File: src/rtl/bldc_hall_pkg.sv
// Shared types and helpers for the hall-sensor feedback stage.
// Covers hall decoding, sector angle bases and the divider state encoding.
package bldc_hall_pkg;

  localparam int NUM_BITS    = 40;
  localparam int DIV_ITERS   = NUM_BITS;
  // Edges from the divider sampling its numerator to the feedback register update
  localparam int DIV_LATENCY = DIV_ITERS + 1;

  typedef enum logic { DIR_REV = 1'b0, DIR_FWD = 1'b1 } dir_e;

  typedef enum logic [1:0] { ST_IDLE, ST_TRACK, ST_FAULT } trk_state_e;

  typedef enum logic [1:0] { DV_IDLE, DV_RUN, DV_DONE } div_state_e;

  typedef struct packed {
    logic       ok;
    logic [2:0] sector;
  } hall_dec_t;

  function automatic hall_dec_t hall_decode(input logic [2:0] code);
    hall_dec_t d;
    d = '{ok: 1'b1, sector: 3'd0};
    case (code)
      3'b001:  d.sector = 3'd0;
      3'b011:  d.sector = 3'd1;
      3'b010:  d.sector = 3'd2;
      3'b110:  d.sector = 3'd3;
      3'b100:  d.sector = 3'd4;
      3'b101:  d.sector = 3'd5;
      default: d.ok = 1'b0;
    endcase
    return d;
  endfunction

  function automatic logic [2:0] next_sector(input logic [2:0] s);
    return (s == 3'd5) ? 3'd0 : s + 3'd1;
  endfunction

  function automatic logic [2:0] prev_sector(input logic [2:0] s);
    return (s == 3'd0) ? 3'd5 : s - 3'd1;
  endfunction

  function automatic logic [15:0] sector_base(input logic [2:0] s, input logic [15:0] step);
    return {13'd0, s} * step;
  endfunction

  // Largest in-sector offset; the last sector is trimmed so the angle never wraps past 65535
  function automatic logic [15:0] sector_span(input logic [2:0] s, input logic [15:0] step);
    logic [16:0] last;
    last = {1'b0, sector_base(s, step)} + {1'b0, step} - 17'd1;
    return (last > 17'h0FFFF) ? (16'hFFFF - sector_base(s, step)) : (step - 16'd1);
  endfunction

endpackage

File: src/rtl/serial_divider.sv
// Unsigned restoring shift-subtract divider, one quotient bit per clock.
// Start/done handshake; abort returns it to idle; hold freezes it entirely.
module serial_divider
  import bldc_hall_pkg::*;
#(
  parameter int NUM_W = 40,
  parameter int DEN_W = 24
) (
  input  logic             clk,
  input  logic             rst_n,
  input  logic             hold,
  input  logic             start,
  input  logic             abort,
  input  logic [NUM_W-1:0] numerator,
  input  logic [DEN_W-1:0] divisor,
  output logic             busy,
  output logic             done,
  output logic [NUM_W-1:0] quotient
);

  localparam int IW = $clog2(NUM_W);

  div_state_e       state;
  logic [DEN_W:0]   rem;
  logic [DEN_W:0]   trial;
  logic [DEN_W-1:0] dvsr;
  logic [NUM_W-1:0] quo;
  logic [IW-1:0]    iter;

  // Numerator bits shift out of quo into the remainder while quotient bits shift in
  assign trial    = {rem[DEN_W-1:0], quo[NUM_W-1]};
  assign busy     = (state != DV_IDLE);
  assign done     = (state == DV_DONE);
  assign quotient = quo;

  // NOTE: sequential state uses non-blocking assignments only, so every
  // register samples pre-edge values regardless of statement order.
  always_ff @(posedge clk) begin
    if (!rst_n) begin
      state <= DV_IDLE;
      rem   <= '0;
      dvsr  <= '0;
      quo   <= '0;
      iter  <= '0;
    end else if (!hold) begin
      if (abort) begin
        state <= DV_IDLE;
      end else begin
        case (state)
          DV_IDLE: if (start) begin
            rem   <= '0;
            quo   <= numerator;
            dvsr  <= divisor;
            iter  <= '0;
            state <= DV_RUN;
          end
          DV_RUN: begin
            if (trial >= {1'b0, dvsr}) begin
              rem <= trial - {1'b0, dvsr};
              quo <= {quo[NUM_W-2:0], 1'b1};
            end else begin
              rem <= trial;
              quo <= {quo[NUM_W-2:0], 1'b0};
            end
            iter <= iter + IW'(1);
            if (iter == IW'(NUM_W - 1)) state <= DV_DONE;
          end
          DV_DONE: state <= DV_IDLE;
          default: state <= DV_IDLE;
        endcase
      end
    end
  end

endmodule

File: src/rtl/bldc_hall_feedback.sv
// Hall sensors to 16-bit electrical angle: synchronise, debounce, decode sector,
// track direction and sector period, and interpolate the angle inside a sector.
module bldc_hall_feedback
  import bldc_hall_pkg::*;
#(
  parameter int DEBOUNCE    = 4,
  parameter int PERIOD_BITS = 24,
  parameter int SECTOR_STEP = 10923
) (
  input  logic                   clk,
  input  logic                   rst_n,
  input  logic                   enable,
  input  logic                   hall_a,
  input  logic                   hall_b,
  input  logic                   hall_c,
  output logic [15:0]            feedback,
  output logic [2:0]             sector,
  output logic                   direction,
  output logic                   valid,
  output logic                   fault,
  output logic                   stalled,
  output logic [PERIOD_BITS-1:0] period
);

  localparam int                     CW    = $clog2(DEBOUNCE + 1);
  localparam logic [15:0]            STEP  = 16'(SECTOR_STEP);
  localparam logic [PERIOD_BITS-1:0] P_MAX = '1;

  logic [2:0]    sync1, sync2, cand, acc_code;
  logic [CW-1:0] stable_cnt, stable_next;
  logic          accept;
  hall_dec_t     dec;

  always_comb begin
    if (sync2 != cand)               stable_next = CW'(1);
    else if (stable_cnt == CW'(DEBOUNCE)) stable_next = stable_cnt;
    else                             stable_next = stable_cnt + CW'(1);
  end

  assign accept = (stable_next == CW'(DEBOUNCE)) && (sync2 != acc_code);
  assign dec    = hall_decode(sync2);

  // NOTE: reset here is synchronous, so it lives inside the clocked branch
  // and only takes effect on a rising edge of clk.
  always_ff @(posedge clk) begin
    if (!rst_n) begin
      sync1      <= '0;
      sync2      <= '0;
      cand       <= '0;
      stable_cnt <= '0;
    end else if (enable) begin
      sync1      <= {hall_a, hall_b, hall_c};
      sync2      <= sync1;
      cand       <= sync2;
      stable_cnt <= stable_next;
    end
  end

  trk_state_e             state;
  dir_e                   dir_q, dir_new;
  logic [1:0]             adj_cnt, adj_next;
  logic                   prev_adj, is_fwd, is_rev, adj_now;
  logic [PERIOD_BITS-1:0] elapsed, elapsed_inc;
  logic                   stall_hit;
  logic [15:0]            entry_fb, base_cur, span_cur, frac, interp_fb;
  logic                   div_start, div_abort, div_hold, div_busy, div_done;
  logic [NUM_BITS-1:0]    div_num, div_quot;

  assign direction = dir_q;

  // NOTE: every signal written in always_comb gets a value on all paths
  // (defaults first), otherwise synthesis infers a latch.
  always_comb begin
    is_fwd  = dec.ok && (state == ST_TRACK) && (dec.sector == next_sector(sector));
    is_rev  = dec.ok && (state == ST_TRACK) && (dec.sector == prev_sector(sector));
    adj_now = is_fwd || is_rev;
    dir_new = dir_q;
    if (is_fwd)      dir_new = DIR_FWD;
    else if (is_rev) dir_new = DIR_REV;
    adj_next = 2'd0;
    if (adj_now) adj_next = ((adj_cnt == 2'd0) || (dir_new != dir_q)) ? 2'd1 : 2'd2;
    entry_fb = sector_base(dec.sector, STEP);
    if (dir_new == DIR_REV) entry_fb = entry_fb + sector_span(dec.sector, STEP);
  end

  assign elapsed_inc = (elapsed == P_MAX) ? elapsed : elapsed + PERIOD_BITS'(1);
  assign stall_hit   = !accept && !stalled && (elapsed_inc == P_MAX);

  // Numerator is projected to the edge where the result lands, so feedback is current when written
  assign div_num   = (NUM_BITS'(elapsed) + NUM_BITS'(DIV_LATENCY)) * NUM_BITS'(STEP);
  assign div_start = (state == ST_TRACK) && valid && !stalled && !div_busy;
  assign div_abort = accept || stall_hit;
  assign div_hold  = !enable;

  assign base_cur  = sector_base(sector, STEP);
  assign span_cur  = sector_span(sector, STEP);
  assign frac      = (div_quot > NUM_BITS'(span_cur)) ? span_cur : div_quot[15:0];
  assign interp_fb = (dir_q == DIR_FWD) ? base_cur + frac : base_cur + span_cur - frac;

  serial_divider #(
    .NUM_W (NUM_BITS),
    .DEN_W (PERIOD_BITS)
  ) u_div (
    .clk       (clk),
    .rst_n     (rst_n),
    .hold      (div_hold),
    .start     (div_start),
    .abort     (div_abort),
    .numerator (div_num),
    .divisor   (period),
    .busy      (div_busy),
    .done      (div_done),
    .quotient  (div_quot)
  );

  always_ff @(posedge clk) begin
    if (!rst_n) begin
      state    <= ST_IDLE;
      acc_code <= 3'b000;
      feedback <= '0;
      sector   <= '0;
      dir_q    <= DIR_REV;
      valid    <= 1'b0;
      fault    <= 1'b0;
      stalled  <= 1'b1;
      period   <= P_MAX;
      elapsed  <= P_MAX;
      adj_cnt  <= '0;
      prev_adj <= 1'b0;
    end else if (enable) begin
      elapsed <= elapsed_inc;
      if (stall_hit) begin
        stalled <= 1'b1;
        valid   <= 1'b0;
        adj_cnt <= '0;
      end
      if (accept) begin
        acc_code <= sync2;
        if (!dec.ok) begin
          state    <= ST_FAULT;
          fault    <= 1'b1;
          valid    <= 1'b0;
          adj_cnt  <= '0;
          prev_adj <= 1'b0;
        end else if (state == ST_IDLE) begin
          // First code after reset only establishes position; it is not an edge
          state    <= ST_TRACK;
          sector   <= dec.sector;
          feedback <= sector_base(dec.sector, STEP);
        end else begin
          state    <= ST_TRACK;
          fault    <= 1'b0;
          sector   <= dec.sector;
          dir_q    <= dir_new;
          adj_cnt  <= adj_next;
          valid    <= (adj_next == 2'd2);
          prev_adj <= adj_now;
          period   <= (prev_adj && adj_now) ? elapsed : P_MAX;
          // Counting the edge cycle itself makes period equal the edge spacing
          elapsed  <= PERIOD_BITS'(1);
          stalled  <= 1'b0;
          feedback <= entry_fb;
        end
      end else if (div_done && valid && !stalled && !stall_hit) begin
        feedback <= interp_fb;
      end
    end
  end

endmodule

File: config.mk
export PLATFORM = sky130hd
export DESIGN_NAME = bldc_hall_feedback
export DESIGN_NICKNAME = d
export VERILOG_FILES = /design/src/rtl/bldc_hall_pkg.sv /design/src/rtl/serial_divider.sv /design/src/rtl/bldc_hall_feedback.sv
export SDC_FILE = /design/constraint.sdc
export NUM_CORES = 1
export LEC_CHECK = 0
export BUFFER_PORTS_ARGS = -buffer_cell sky130_fd_sc_hd__clkbuf_2
export CAP_MARGIN = 20
export CORE_UTILIZATION = 40
export DETAILED_ROUTE_END_ITERATION = 16
export SETUP_SLACK_MARGIN = 0.5
export SYNTH_ARGS = -nofsm -noshare
export SYNTH_HDL_FRONTEND = slang
export SYNTH_SLANG_ARGS = --single-unit
File: constraint.sdc
create_clock -name clk -period 8 [get_ports clk]
set_clock_uncertainty 0.1 [all_clocks]
set_input_delay 0 -clock clk [delete_from_list [all_inputs] [get_ports clk]]
set_output_delay 0 -clock clk [all_outputs]
set_load 0.005 [all_outputs]
==> results of run 1 <==
## worst min-delay path: cells and delay by family
family                 cells  cell delay, ns
AND/OR/NAND/NOR            1            0.14
buffers and inverters      2            0.45
## worst max-delay path by stage
stage	from	endpoint	slack, ns
global route	elapsed[8]$_SDFFE_PN1P_	u_div.quotient[34]$_SDFFE_PN0P_	0.49
floorplan	sector[0]$_SDFFE_PN0P_	feedback[15]$_SDFFE_PN0P_	0.66
global placement	elapsed[1]$_SDFFE_PN1P_	u_div.quotient[38]$_SDFFE_PN0P_	0.28
finish	elapsed[1]$_SDFFE_PN1P_	u_div.quotient[25]$_SDFFE_PN0P_	0.82
CTS	sector[2]$_SDFFE_PN0P_	feedback[14]$_SDFFE_PN0P_	0.51
detailed placement	elapsed[1]$_SDFFE_PN1P_	u_div.quotient[38]$_SDFFE_PN0P_	0.22
## sequential cells by signal, indices dropped and copies added (netlist names), 6 cells and up
| register | flops |
|---|---|
| elapsed | 24 |
| feedback | 16 |
| period | 24 |
| u_div.dvsr | 24 |
| u_div.iter | 6 |
| u_div.quotient | 40 |
| u_div.rem | 24 |
## stage by stage
stage               util [%]  worst slack, ns  cells  hold slack (ns)
global route           44.62           0.4888   3029          0.08175
finish                 44.62           0.8181   3029          0.05886
detailed placement     42.56           0.2179   2983           0.1503
global placement       42.53           0.2804   2982           0.1374
CTS                    44.03           0.5061   3020          0.02226
floorplan                  -           0.6649   2334          0.04716
## kinds of logic after synthesis
group	synth area share (%)
other	0.03792
adder cells (fa/ha/maj)	28.38
multiplexers	3.493
AO/OA/AOI/OAI	21.58
AND/OR/NAND/NOR	15.86
XOR/XNOR	4.997
flip-flops	18.90
buffers and inverters	6.753
## metal layers
layer	vias to the layer above	share of wire [%]	global-route usage [%]
li1	8336	-	-
met1	8296	49	31.82
met2	409	46	36.08
met3	40	3.5	2.678
met4	0	1.7	5.706
met5	-	0	0
## final cells by class
class,instances,share of cell area [%]
Timing Repair Buffer,116,3.524
Clock inverter,15,0.8667
Multi-Input combinational cell,1831,69.18
Inverter,199,3.432
Sequential cell,187,17.23
Clock buffer,17,1.952
Tap cell,664,3.811
## what timing repair did
| item | in CTS | in global routing |
|---|---|---|
| gates resized for setup | 9 | 47 |
| setup buffers | 2 | 6 |
| endpoints found under the hold margin | 3 | 0 |
| endpoints found under the setup margin | 9 | 20 |
| hold buffers | 3 | 0 |
| pin swaps | 0 | 6 |
## cell usage in the layout (no fill, tap or decap), types with 9 or more instances in the layout
cell type / count
o21ai_1: 9
nor3_1: 40
nand2b_1: 25
a211oi_1: 29
xnor2_1: 64
fa_1: 142
o22a_1: 26
nand2_1: 183
nand3_1: 46
a21oi_1: 150
clkbuf_2: 52
a31oi_1: 26
or3_1: 14
and3_1: 19
a311oi_2: 10
a21o_1: 38
mux2i_1: 60
o21a_1: 27
a211o_1: 9
dfxtp_1: 181
nor2_1: 173
or2_2: 9
o2bb2ai_1: 22
clkbuf_16: 17
o311ai_0: 13
o31ai_1: 10
o211ai_1: 25
ha_1: 217
buf_4: 58
o21ai_0: 112
nor4_1: 13
xor2_1: 40
nand4_1: 27
inv_1: 197
and2_1: 23
nor2b_1: 28
conb_1: 14
==> reports/qor.csv, run 1 <==
metric,value,unit
vias_per_cell,5.639,
dp_hpwl,44.16,mm
drive_gt1_share,10.32,%
ys_ff_latch,187,
grt_pass1_wl,90.27,mm
cts_sinks,187,
rsz0062_at_grt,false,
slew_viol_final,0,
ant_nets,0,
cts_buffer_depth,2,
cp_common_cell,fa_1,
crit_path_end_kind,register,
die_h,224.5,microns
ys.flop_type,dfxtp_1,
cts_tree,built,
start_kind,register,
antenna_cells,0,
r2r_end,u_div.quotient[25]$_SDFFE_PN0P_,
async_flop_share,0,%
syn-cell-area,19810,sq um
die_area,50410,sq um
seq_area_frac_synth,18.90,%
drt-total-wl,55.83,mm
drc,0,
final_hold_viol_count,0,
postSynthAreaPerCell,8.530,sq um
antenna_found_initial,0,
synth_cells,2322,
layout.nets,2722,
yosys-top-cells-count,"222 x ha_1, 198 x inv_1, 187 x dfxtp_1",
worst_path_max_delay_cell,fa_1,
max_stage_delay,0.59,ns
synth_top_area_share,18.90,%
cts_root_buf,clkbuf_16,
h-tree-depth,4,
area_growth,10.06,%
place_congestion,0.9152,
insertion_delay,0.49,ns
tightest_slew,1.109,ns
ys.warnings.count,0,
die_x,224.5,microns
initial_utilization,40.55,%
worstPathRequired,8.28,ns
firstDrtPassIters,7,
path_max_fanout,8,
synth_area_leader_cell,dfxtp_1,
worstPathArrival,7.47,ns
drt-wirelength-per-cell,18.43,microns
gr-total-overflow,0,
synth_area_leaders,"dfxtp_1 19%, fa_1 14%, ha_1 14%",
hold_end,elapsed[2]$_SDFFE_PN1P_,
worst_r2r_path_depth,22,
grt_pass1_vias,16630,
max_freq,0.1392,GHz
clkTransAtPathRegs,0.09,ns
io_pins,53,
numCtsBuffers,17,
synth_most_common_cell,ha_1,
path_cells,and3_2 > o21a_1 > o21ai_1 > nor2_1 > xor2_1 > buf_4 > ha_1 > ha_1 > fa_1 > fa_1 > fa_1 > fa_1 > ha_1 > nand2_1 > o21ai_0 > a22oi_1 > a211oi_1 > o21ai_0 > o21bai_1 > xor2_1 > nand2_1 > a311oi_2,
fillCellCount,4871,
setup_tns,0,ns
post_dp_cell_area,20790,sq um
critical_path.top_delay_family,adder cells,
num_rows,81,
synth-edff-count,0,
period_needed,7.182,ns
min_path_cells,3,
regToRegSetupSlack,0.82,ns
path_buf_inv,1,
slew_headroom,25.83,%
routed-via-count,17080,
multi_input_area,15080,sq um
final_cell_area,21800,sq um
drt-initial-drc-count,1147,
regArea,3756,sq um
io_buffers,52,
hp-class,in -> reg,
setup_viol,0,
synth_cell_types,88,
r2r_start,elapsed[1]$_SDFFE_PN1P_,
min_from,rst_n,
grt_util_all_layers,22.45,%
cp.depth,22,
fp.coreArea,48850,sq um
status,completed,
grt_max_degree,72,
finalCritPeriodShare,89.77,%
cap_violations,0,
path_class,reg -> reg,
Power of run 1 is not shown: default switching activity piles up to over one toggle a cycle in this logic, so the estimate is an artifact.
==> run 2: changes to the inputs <==
- CELL_PAD_IN_SITES_DETAIL_PLACEMENT: unset -> 2
- CELL_PAD_IN_SITES_GLOBAL_PLACEMENT: unset -> 2
- PLACE_DENSITY_LB_ADDON: unset -> 0.1
==> run 2 against run 1 <==
Net effect: global-route usage up 6.4 points; highest routed layer is now met5; sequential cell count unchanged; worst hold slack worse by 0.033 ns; setup slack worse by 0.095 ns; utilization unchanged; register-to-register slack worse by 0.09 ns; sequential share of layout area up 0.057 points; die area unchanged; routed wire length up 29%; critical path depth up 9; clock-buffer cell count unchanged.
==> reports/qor.csv, run 2 (synthesis gave the netlist of run 1 again) <==
metric,value,unit
cts_buffer_depth,2,
numCtsBuffers,17,
grt_max_degree,69,
final_cell_area,21800,sq um
drt-total-wl,71.98,mm
rsz0062_at_grt,true,
finalCritPeriodShare,90.96,%
hp-class,in -> reg,
ant_nets,0,
crit_path_end_kind,register,
period_needed,7.276,ns
regArea,3769,sq um
r2r_start,sector[2]$_SDFFE_PN0P_,
multi_input_area,15090,sq um
gr-total-overflow,0,
fp.coreArea,48850,sq um
r2r_end,feedback[15]$_SDFFE_PN0P_,
firstDrtPassIters,4,
routed-via-count,17780,
max_stage_delay,0.52,ns
cap_violations,0,
path_class,reg -> reg,
drt-wirelength-per-cell,23.77,microns
final_cell_mix,"215 x ha_1, 198 x inv_1, 184 x nand2_1, 175 x nor2_1, 175 x dfxtp_1",
h-tree-depth,4,
setup_viol,0,
worstPathRequired,8.29,ns
crit_end,feedback[15]$_SDFFE_PN0P_,
die_area,50410,sq um
die_h,224.5,microns
status,completed,
area_growth,10.06,%
place_congestion,0.8933,
drc,0,
start_kind,register,
final_hold_viol_count,0,
initial_utilization,40.55,%
drive_gt1_share,10.71,%
die_x,224.5,microns
insertion_delay,0.50,ns
tightest_slew,1.069,ns
cts_tree,built,
grt_pass1_vias,19730,
grt_util_all_layers,28.82,%
max_freq,0.1374,GHz
grt_pass1_wl,112.4,mm
slew_viol_final,0,
layout.nets,2721,
dpl.cell_count,2983,
io_buffers,52,
cts_root_buf,clkbuf_16,
vias_per_cell,5.872,
clkTransAtPathRegs,0.09,ns
drt-initial-drc-count,648,
fillCellCount,5513,
path_max_fanout,9,
slew_headroom,28.55,%
io_pins,53,
num_rows,81,
worst_r2r_path_depth,31,
cp_common_cell,ha_1,
largest_reg_flops,40,
cp-startpoint,sector[2]$_SDFFE_PN0P_,
cts_sinks,187,
setup_tns,0,ns
post_dp_cell_area,20790,sq um
final_cells,3028,
antenna_found_initial,3,
final_common_cell,ha_1,
regToRegSetupSlack,0.72,ns
dp_hpwl,57.00,mm
worst_path_max_delay_cell,fa_1,
worstPathArrival,7.57,ns
## run 2: cell types whose count changed in the layout (fill, tap and decap cells not counted), moves of 3 or more
| cell | previous run | this run |
|---|---|---|
| xor2_2 | 5 | 8 |
| dfxtp_2 | 4 | 8 |
| dfxtp_1 | 181 | 175 |
| clkinv_8 | 7 | 2 |
| a21oi_4 | 0 | 3 |
| ha_2 | 0 | 5 |
| buf_4 | 58 | 55 |
| a21oi_2 | 5 | 2 |
| ha_4 | 5 | 2 |
## run 2: layer usage
| layer | share of wire, % | GRT usage (%) |
|---|---|---|
| met2 | 51 | 51.67 |
| met4 | 2.2 | 9.173 |
| met3 | 3.0 | 4.455 |
| met5 | 0.032 | 0 |
| met1 | 43 | 35.14 |
## run 2: worst min path at each step
stage	slack [ns]	endpoint	from	cells past startpoint
2_1_floorplan	0.05	sync1[0]$_SDFFE_PN0P_	hall_c	2
3_3_place_gp	0.13	sync1[2]$_SDFFE_PN0P_	hall_a	3
3_5_place_dp	0.15	sync1[2]$_SDFFE_PN0P_	hall_a	3
4_1_cts	0.02	elapsed[20]$_SDFFE_PN1P_	enable	4
5_1_grt	0.05	period[0]$_SDFFE_PN1P_	rst_n	3
6_report	0.03	elapsed[20]$_SDFFE_PN1P_	enable	4
## run 2: final cells by class
cell class | count | area share [%]
diodes | 1 | 0.01148
well taps | 664 | 3.811
multi-input cells | 1832 | 69.24
clock inverters | 14 | 0.8265
clock buffers | 17 | 1.952
flip-flops and latches | 187 | 17.29
repair buffers | 114 | 3.438
inverters | 199 | 3.432
## run 2: repair_timing
action	CTS	global route
gates cloned	0	1
setup buffers	3	4
hold buffers	3	0
resized for setup	23	46
setup endpoints to repair	19	20
endpoints found under the hold margin	3	0
pin swaps	0	8
## run 2: through the flow
step / util [%] / hold slack, ns / setup WS (ns)
after floorplan: - / 0.04716 / 0.6649
after global placement: 42.53 / 0.1347 / 0.3397
after detailed placement: 42.56 / 0.1503 / -0.004881
after CTS: 44.17 / 0.01773 / 0.5033
after global routing: 44.62 / 0.04507 / 0.3414
final: 44.62 / 0.02605 / 0.7235
## run 2: critical path: cells and delay by family, from the launching register on
kind            cells  cell delay (ns)
flops               1             0.39
compound gates     11             2.33
mux                 2             0.44
fa+ha+maj           5             1.69
buf+inv             3             0.39
simple gates        9             1.59
xor+xnor            1             0.25
Power of run 2 is left out for the same reason.
==> run 3: changes to the inputs <==
- CORE_ASPECT_RATIO: unset -> 0.9
- PLACE_DENSITY: unset -> 0.88
- PLACE_DENSITY_LB_ADDON: 0.1 -> unset
==> run 3 against run 2 <==
Net effect: via count grew 8.9%; worst hold slack gained 0.085 ns; non-clock buffer count grew 12; cell area grew 1.2%; routed wire length grew 22%; clock-buffer cell count grew 2; die area is essentially flat; final cell count shrank 0.89%; largest cell class unchanged; register-to-register slack lost 0.31 ns; global-route usage grew 3.8 points; utilization grew 0.97 points; critical path type unchanged.
==> reports/qor.csv, run 3 (synthesis gave the netlist of run 1 again) <==
metric,value,unit
status,completed,
worstPathRequired,8.29,ns
max_freq,0.1318,GHz
final_hold_viol_count,0,
h-tree-depth,4,
cts_buffer_depth,2,
finalCritPeriodShare,94.82,%
antenna_found_initial,4,
worst_path_max_delay_cell,fa_1,
firstDrtPassIters,6,
setup_tns,0,ns
period_needed,7.586,ns
slew_viol_final,0,
min_path_cells,4,
layout.nets,2732,
tightest_slew,1.213,ns
setup_viol,0,
worstPathArrival,7.87,ns
die_h,213.1,microns
drc,0,
drt-initial-drc-count,1439,
hp-class,in -> reg,
path_max_fanout,7,
fp.coreArea,48400,sq um
rsz0062_at_grt,true,
drt-total-wl,88.14,mm
max_stage_delay,0.54,ns
crit_path_end_kind,register,
cts_sinks,187,
grt_pass1_vias,21030,
dp_hpwl,57.77,mm
start_kind,register,
grt_pass1_wl,127.0,mm
vias_per_cell,6.455,
regToRegSetupSlack,0.41,ns
num_rows,76,
routed-via-count,19370,
slew_headroom,18.42,%
gr-total-overflow,0,
die_x,236.6,microns
cp_common_cell,a21oi_1,
io_pins,53,
ant_nets,0,
area_growth,11.43,%
cap_violations,0,
insertion_delay,0.51,ns
cts_tree,built,
io_buffers,52,
largest_reg_flops,40,
die_area,50410,sq um
drive_gt1_share,12.38,%
cts_root_buf,clkbuf_16,
numCtsBuffers,17,
path_class,reg -> reg,
clkTransAtPathRegs,0.09,ns
initial_utilization,40.92,%
final_cell_mix,"211 x ha_1, 197 x inv_1, 182 x nand2_1, 179 x dfxtp_1, 170 x nor2_1",
final_common_cell,ha_1,
grt_max_degree,53,
worst_r2r_path_depth,33,
place_congestion,0.9052,
drt-wirelength-per-cell,29.37,microns
grt_util_all_layers,32.66,%
run 3: layer usage:
layer	track usage, %	routed length, microns
met5	0	36
met2	59.18	44350
met1	37.40	34150
met3	5.559	4622
met4	15.36	4980
run 3: per-stage QoR:
step | cell area (sq um) | utilization [%] | worst slack, ns | hold WS [ns] | std cells
CTS | 21590 | 44.60 | 0.5088 | 0.06581 | 2987
finish | 22070 | 45.60 | 0.4145 | 0.1109 | 3001
detailed placement | 20750 | 42.88 | 0.03212 | 0.1585 | 2946
floorplan | 19850 | - | 0.6649 | 0.04716 | 2334
global placement | 20750 | 42.88 | 0.3148 | 0.1368 | 2946
global route | 22060 | 45.59 | 0.1202 | 0.1221 | 2999
run 3: critical path: cells and delay by family, from the launching register on:
| family | cells | cell delay, ns |
|---|---|---|
| XOR/XNOR | 2 | 0.36 |
| adder cells (fa/ha/maj) | 6 | 2.02 |
| AO/OA/AOI/OAI | 15 | 2.93 |
| AND/OR/NAND/NOR | 7 | 1.22 |
| buffers and inverters | 3 | 0.37 |
| flip-flops | 1 | 0.43 |
run 3: area by class of cell:
| cell class | count | area (sq um) |
|---|---|---|
| multi-input cells | 1831 | 15340 |
| flip-flops and latches | 187 | 3766 |
| well taps | 624 | 780.7 |
| diodes | 2 | 5.005 |
| inverters | 199 | 748.2 |
| clock inverters | 13 | 152.6 |
| repair buffers | 126 | 848.3 |
| fillers | 5225 | 26330 |
| clock buffers | 19 | 432.9 |
run 3: worst paths after layout:
kind                            startpoint                   endpoint
setup / recovery    sector[1]$_SDFFE_PN0P_  feedback[14]$_SDFFE_PN0P_
setup reg to reg    sector[1]$_SDFFE_PN0P_  feedback[14]$_SDFFE_PN0P_
hold / removal                      enable       cand[0]$_SDFFE_PN0P_
hold reg to reg   feedback[9]$_SDFFE_PN0P_   feedback[9]$_SDFFE_PN0P_
run 3: repair_timing:
| item | 4_1_cts | 5_1_grt |
|---|---|---|
| endpoints found under the hold margin | 4 | 0 |
| hold buffers | 4 | 0 |
| resized for setup | 34 | 78 |
| pin swaps | 2 | 13 |
| setup endpoints to repair | 29 | 30 |
| setup buffers | 5 | 10 |
Power of run 3 is left out for the same reason.
